<file path="config.mk">
export PLATFORM = sky130hd
export DESIGN_NAME = param_updown_counter_flat
export DESIGN_NICKNAME = d
export VERILOG_FILES = /design/src/rtl/param_updown_counter_if.sv /design/src/rtl/param_updown_counter.sv /design/src/flat_wrapper.sv
export SDC_FILE = /design/constraint.sdc
export NUM_CORES = 1
export LEC_CHECK = 0
export ABC_AREA = 0
export CAP_MARGIN = 20
export CORE_MARGIN = 2
export CORE_UTILIZATION = 30
export DETAILED_ROUTE_END_ITERATION = 8
export DONT_BUFFER_PORTS = 1
export GPL_ROUTABILITY_DRIVEN = 0
export PLACE_DENSITY = 0.5
export SYNTH_ARGS = -nofsm -noshare
export SYNTH_HDL_FRONTEND = slang
export SYNTH_SLANG_ARGS = --single-unit
</file>
<file path="constraint.sdc">
create_clock -name clk -period 3.1 [get_ports clk]
set_clock_uncertainty 0.2 [all_clocks]
set_input_delay 0.62 -clock clk [delete_from_list [all_inputs] [get_ports clk]]
set_output_delay 0.62 -clock clk [all_outputs]
set_load 0.005 [all_outputs]
</file>
<file path="src/rtl/param_updown_counter_if.sv">
// Bus bundle for param_updown_counter: controls in, count and status out.
// The prescale member exists only when PRESCALE_EN is defined.
interface param_updown_counter_if #(
   parameter int WIDTH      = 8,
   parameter int PRESCALE_W = 4
);
   logic             en;
   logic             dir;
   logic             mode;
   logic             load;
   logic [WIDTH-1:0] load_val;
   logic             clr_ovf;
   logic [WIDTH-1:0] count;
   logic             tc;
   logic             at_max;
   logic             at_min;
   logic             ovf;
`ifdef PRESCALE_EN
   logic [PRESCALE_W-1:0] prescale;
`endif

   modport master (
`ifdef PRESCALE_EN
      output prescale,
`endif
      output en, dir, mode, load, load_val, clr_ovf,
      input  count, tc, at_max, at_min, ovf
   );

   modport slave (
`ifdef PRESCALE_EN
      input  prescale,
`endif
      input  en, dir, mode, load, load_val, clr_ovf,
      output count, tc, at_max, at_min, ovf
   );
endinterface

</file>
<file path="src/rtl/param_updown_counter.sv">
// Parametrised up/down counter with wrap/saturate, parallel load, terminal-count
// pulse and sticky overflow. Optional prescaler enabled by macro PRESCALE_EN.
module param_updown_counter #(
   parameter int          WIDTH      = 8,
   parameter int unsigned MAX_VAL    = (1 << WIDTH) - 1,
   parameter int unsigned RESET_VAL  = 0,
   parameter int          PRESCALE_W = 4
) (
   input logic                    clk,
   input logic                    rst,
   param_updown_counter_if.slave  bus
);
   localparam logic [WIDTH-1:0] MAX_C = WIDTH'(MAX_VAL);
   localparam logic [WIDTH-1:0] RST_C = WIDTH'(RESET_VAL);

   logic [WIDTH-1:0] count_q, count_d;
   logic             tc_q, tc_d;
   logic             ovf_q, ovf_d;
   logic             tick;

`ifdef PRESCALE_EN
   logic [PRESCALE_W-1:0] psc_q, psc_d;
   logic [PRESCALE_W-1:0] lim_q, lim_d;
   logic [PRESCALE_W-1:0] lim_eff;

   // A new prescale value is taken only when the divider starts a period.
   assign lim_eff = (psc_q == '0) ? bus.prescale : lim_q;
   assign tick    = (psc_q == lim_eff);

   // Divider next state: cleared on load and tick, advances only while enabled.
   always_comb begin
      psc_d = psc_q;
      lim_d = lim_q;
      if (bus.load) begin
         psc_d = '0;
      end else if (bus.en) begin
         if (tick) begin
            psc_d = '0;
         end else begin
            psc_d = psc_q + 1'b1;
            if (psc_q == '0) lim_d = bus.prescale;
         end
      end
   end

   // Divider registers.
   always_ff @(posedge clk or posedge rst) begin
      if (rst) begin
         psc_q <= '0;
         lim_q <= '0;
      end else begin
         psc_q <= psc_d;
         lim_q <= lim_d;
      end
   end
`else
   assign tick = 1'b1;
`endif

   // Counter next state: load beats step beats hold; boundary handling per mode.
   always_comb begin
      count_d = count_q;
      tc_d    = 1'b0;
      ovf_d   = bus.clr_ovf ? 1'b0 : ovf_q;
      if (bus.load) begin
         count_d = (bus.load_val > MAX_C) ? MAX_C : bus.load_val;
      end else if (bus.en && tick) begin
         if (!bus.dir) begin
            if (count_q >= MAX_C) begin
               ovf_d = 1'b1;
               if (!bus.mode) begin
                  count_d = '0;
                  tc_d    = 1'b1;
               end else begin
                  count_d = MAX_C;
               end
            end else begin
               count_d = count_q + 1'b1;
            end
         end else begin
            if (count_q == '0) begin
               ovf_d = 1'b1;
               if (!bus.mode) begin
                  count_d = MAX_C;
                  tc_d    = 1'b1;
               end else begin
                  count_d = '0;
               end
            end else begin
               count_d = count_q - 1'b1;
            end
         end
      end
   end

   // Count and status registers.
   always_ff @(posedge clk or posedge rst) begin
      if (rst) begin
         count_q <= RST_C;
         tc_q    <= 1'b0;
         ovf_q   <= 1'b0;
      end else begin
         count_q <= count_d;
         tc_q    <= tc_d;
         ovf_q   <= ovf_d;
      end
   end

   assign bus.count  = count_q;
   assign bus.tc     = tc_q;
   assign bus.ovf    = ovf_q;
   assign bus.at_max = (count_q == MAX_C);
   assign bus.at_min = (count_q == '0);
endmodule

</file>
<file path="src/flat_wrapper.sv">
// flat-port wrapper written by rule: the top's interface ports become plain ports
module param_updown_counter_flat 
#(
   parameter int          WIDTH      = 8,
   parameter int unsigned MAX_VAL    = (1 << WIDTH) - 1,
   parameter int unsigned RESET_VAL  = 0,
   parameter int          PRESCALE_W = 4
)
  (clk, rst, bus_en, bus_dir, bus_mode, bus_load, bus_load_val, bus_clr_ovf, bus_count, bus_tc, bus_at_max, bus_at_min, bus_ovf);
  param_updown_counter_if #(.WIDTH(WIDTH), .PRESCALE_W(PRESCALE_W)) bus_i ();
  input logic clk;
  input logic rst;
  input wire logic [$bits(bus_i.en)-1:0] bus_en;
  input wire logic [$bits(bus_i.dir)-1:0] bus_dir;
  input wire logic [$bits(bus_i.mode)-1:0] bus_mode;
  input wire logic [$bits(bus_i.load)-1:0] bus_load;
  input wire logic [$bits(bus_i.load_val)-1:0] bus_load_val;
  input wire logic [$bits(bus_i.clr_ovf)-1:0] bus_clr_ovf;
  output wire logic [$bits(bus_i.count)-1:0] bus_count;
  output wire logic [$bits(bus_i.tc)-1:0] bus_tc;
  output wire logic [$bits(bus_i.at_max)-1:0] bus_at_max;
  output wire logic [$bits(bus_i.at_min)-1:0] bus_at_min;
  output wire logic [$bits(bus_i.ovf)-1:0] bus_ovf;
  assign bus_i.en = bus_en;
  assign bus_i.dir = bus_dir;
  assign bus_i.mode = bus_mode;
  assign bus_i.load = bus_load;
  assign bus_i.load_val = bus_load_val;
  assign bus_i.clr_ovf = bus_clr_ovf;
  assign bus_count = bus_i.count;
  assign bus_tc = bus_i.tc;
  assign bus_at_max = bus_i.at_max;
  assign bus_at_min = bus_i.at_min;
  assign bus_ovf = bus_i.ovf;
  param_updown_counter #(.WIDTH(WIDTH), .MAX_VAL(MAX_VAL), .RESET_VAL(RESET_VAL), .PRESCALE_W(PRESCALE_W)) u_core (.clk(clk), .rst(rst), .bus(bus_i));
endmodule
</file>
# Word level (Yosys, flattened, before mapping)
# Index checks and enable logic that the tools add are counted.
[classes]
add_sub_neg = 2
multipliers = 0
n_div = 0
order_cmp = 2
eq_ne = 1
shifts = 0
mux = 20
n_bitwise = 0
reduce_logical = 2
[op_table]
columns = ["cell", "count"]
rows = [
  ["8-bit two-way mux", 8],
  ["1-bit two-way mux", 12],
  ["8-bit by 1-bit adder with 8-bit output, second input constant", 1],
  ["8-bit == test, second input constant", 1],
  ["8-bit >= comparator, second input constant", 1],
  ["8-bit > comparator, second input constant", 1],
  ["8-bit logical NOT", 1],
  ["8-bit by 1-bit subtractor with 8-bit output, second input constant", 1],
  ["2-bit nonzero test", 1],
]
[totals]
register_bits = 10
latch_bits = 0
ramBits = 0
romBits = 0
inputBits = 15
word_cells = 30
n_memories = 0

# Logic depth before layout (Yosys ltp)
[depth]
ltp_word = 5
mapped_depth = 6
ltp_nobuf = 6

# Worst setup path after synthesis
# No wires, ideal clock.
[synth_path]
path_type = "register to output"
from = "register u_core.count_q[0], in the netlist u_core.bus.count[0]"
to = "output bus_at_min"
t_arrival_ns = 1.400
setup_slack_ns = 0.880
path_stages_with_launch = 5
path_buffers = 0
path_cell_list = "dfrtp_1 > inv_1 > ha_1 > or4b_4 > nor2_1"
[synth_via]
elab_chain_len = 1
[synth_rtl]
columns = ["item", "line", "text"]
rows = [
  ["start: declaration", "param_updown_counter.sv:16", "logic [WIDTH-1:0] count_q, count_d;"],
  ["start signal: assignment", "param_updown_counter.sv:103", "count_q <= count_d;"],
  ["8-bit logical NOT", "param_updown_counter.sv:113", "assign bus.at_min = (count_q == '0);"],
  ["end: declaration", "flat_wrapper.sv:22", "output wire logic [$bits(bus_i.at_min)-1:0] bus_at_min;"],
]
# Every way passes these cells.

# Worst setup path in the final report
# Same ends and word-level chain as after synthesis.

==> run summary <==
status: complete, no violations
max_slew headroom: 62.76%
post-CTS setup buffer count: 0
commonest non-fill, non-tap cell in the layout: nor2_1
top post-synthesis cells by area: dfrtp_1 (26%), nor2_1 (6.7%), a21oi_1 (5.8%), nor3_1 (4.2%), ha_1 (3.9%)
Hold-fix buffers, CTS: 0
Mapped Avg Cell Area: 7.751 um^2
Final Setup Violations: 0
critical path class: reg -> out
startpoint types: flip-flop
post-synth cell types: 41
ANT nets after route: 0
Routed wire per std cell: 15.98 um
DRC Markers: 0
Max VDD drop: 0.0001028 V
Clock transition at path regs: 80 ps
Multi-input gate area: 619.3 um^2
fmax: 369.0 MHz
drt first pass iters: 4
CTS tree: done
worst skew pair latency: 290 ps
via/cell ratio: 5.426
placed cell count: 158
r2r setup slk: 780 ps
routed via count: 879
total negative slack: 0 ps
htree depth: 1
crit-path max FO: 10
Seq. cell area: 250.2 um^2
Leakage: 0.0003760 uW
Routed WL: 2.589 mm
slowest stage delay, CP: 510 ps
Slew Limit Fails: 0
crit end category: output pin
FF-to-FF Start: u_core.bus.count[0]$_DFFE_PP0P_
initial DRC count: 23
most frequent cells in the layout: nor2_1 (17), a21oi_1 (11), inv_1 (10), dfrtp_1 (10), nor3_1 (8)
M3 GR Usage: 3.198%
Initial Util: 31.49%
syn_nets: 141
GRT Max-Usage Layer: met2
Post-synth EDFFs: 0
die extent in y: 60.38 um
Post-synth ARST share: 100.0%
HP Class: in -> async
Synth Flop Type: dfrtp_1
HPWL Detailed: 1.977 mm
Mapped Area: 953.4 um^2
first-pass GRT wire length: 4.133 mm
Core ar.: 3028 um^2
met1 GRT Util: 20.34%
row cnt: 20
synthesized flop and latch total: 10
Fin. Hold Viols: 0
yosys synthesis warning count: 0
port bufs: 0
met2 Use GR: 24.69%
Post-Layout Cell Count: 162
layout cell share with drive strength beyond 1: 11.02%
NumNets Final: 137
gr usage total: 15.89%
Num CTS Buffers: 3
Max-Cap Viols: 0
Final min period: 2710 ps
Arrival @ worst endpoint: 1890 ps
buffer depth of the longest clock path: 2
number of global-route vias before repair: 815
initial antenna violation count: 0
Worst path slowest cell: or4b_4
filler cell count: 323
crit path cell chain: inv_1, ha_1, or4b_4, nor2_1
DIE AREA: 3645 um^2
io pins: 27
Pwr per Cell Area: 417.1 nW/um^2
Slew @ Worst Pin: 550.8 ps
die span in x: 60.38 um
pin count of the biggest net entering global routing: 19
synth-to-layout area growth: 4.724%
Root Driver: clkbuf_4
WHS: 9.809 ps
RSZ-0062 raised after global routing: no
Ant. Diodes: 0
Worst Setup SP: u_core.bus.count[0]$_DFFE_PP0P_
Final Cycle Share: 87.42%
post-synthesis sequential area ratio: 26.25%
largest area contributor in the synthesized netlist: dfrtp_1
post-CTS sizing: 0
CTS sink count: 10
Post-Synthesis Cells: 123
Required @ worst endpoint: 2280 ps
residual overflow from global routing: 0
Synth top area share: 26.25%
## sequential cells by signal, summed over array words and instances, names as in the netlist
name and flops:
u_core.bus.count 8, u_core.bus.tc 1, u_core.bus.ovf 1
## metrics by stage
stage          util [%]  power (uW)  area, um^2  worst slack (ps)
4_1_cts           32.98       423.0       998.5             360.8
5_1_grt           32.98       447.9       998.5             242.9
2_1_floorplan         -       276.3       953.4             879.9
3_5_place_dp      31.78       290.3       962.2             681.0
6_report          32.98       416.4       998.5             389.9
3_3_place_gp      31.78       289.8       962.2             724.9
## Yosys cell counts, types with 2 or more instances
master,number
xnor2_1,2
nand2b_1,2
ha_1,3
nand3b_1,2
clkbuf_1,4
a31oi_1,5
inv_1,10
nor2_1,17
nand3_1,3
a21oi_1,11
o21bai_1,2
or3_1,5
dfrtp_1,10
nor3_1,8
o21ai_0,2
a211oi_1,2
mux2_2,2
buf_2,4
nand2_1,7
## metal layers
metal	routed length, um	vias to the layer above
li1	-	442
met1	1172	410
met2	1222	22
met3	129	5
met4	65	0
met5	0	-
## cell families after synthesis
logic type	count (synthesis)	synth area share [%]
AO/OA/AOI/OAI	37	30.05
flip-flops	10	26.25
adder cells (fa/ha/maj)	3	3.937
AND/OR/NAND/NOR	50	26.77
multiplexers	2	2.362
buffers and inverters	19	8.793
XOR/XNOR	2	1.838
## report_power, final
group | total (uW) | switching (uW) | internal (uW)
sequential | 179 | 35.9 | 143
clock | 128 | 56.6 | 71.7
combinational | 109 | 60.1 | 49.4
## final timing paths
path                                                    to  cells past startpoint
max in group asynchronous  u_core.bus.count[6]$_DFFE_PP0P_                      1
min reg2reg                       u_core.bus.ovf$_DFF_PP0_                      2
max reg2reg                u_core.bus.count[2]$_DFFE_PP0P_                      6
min                        u_core.bus.count[7]$_DFFE_PP0P_                      1
min in group clk                   u_core.bus.tc$_DFF_PP0_                      1
max                                             bus_at_min                      4
## area by class of cell
cell class	instances	share of cell area, %
clock buffer	4	3.634
sequential	10	25.06
inverter	10	3.759
tap	44	5.514
multi-input combinational	94	62.03
## critical path, delay by kind of cell (launching register included)
| family | cells | cell delay (ps) |
|---|---|---|
| AND/OR/NAND/NOR | 2 | 830 |
| flip-flops | 1 | 490 |
| adder cells (fa/ha/maj) | 1 | 160 |
| buffers and inverters | 1 | 120 |
Power figures use the tool's default switching activity.
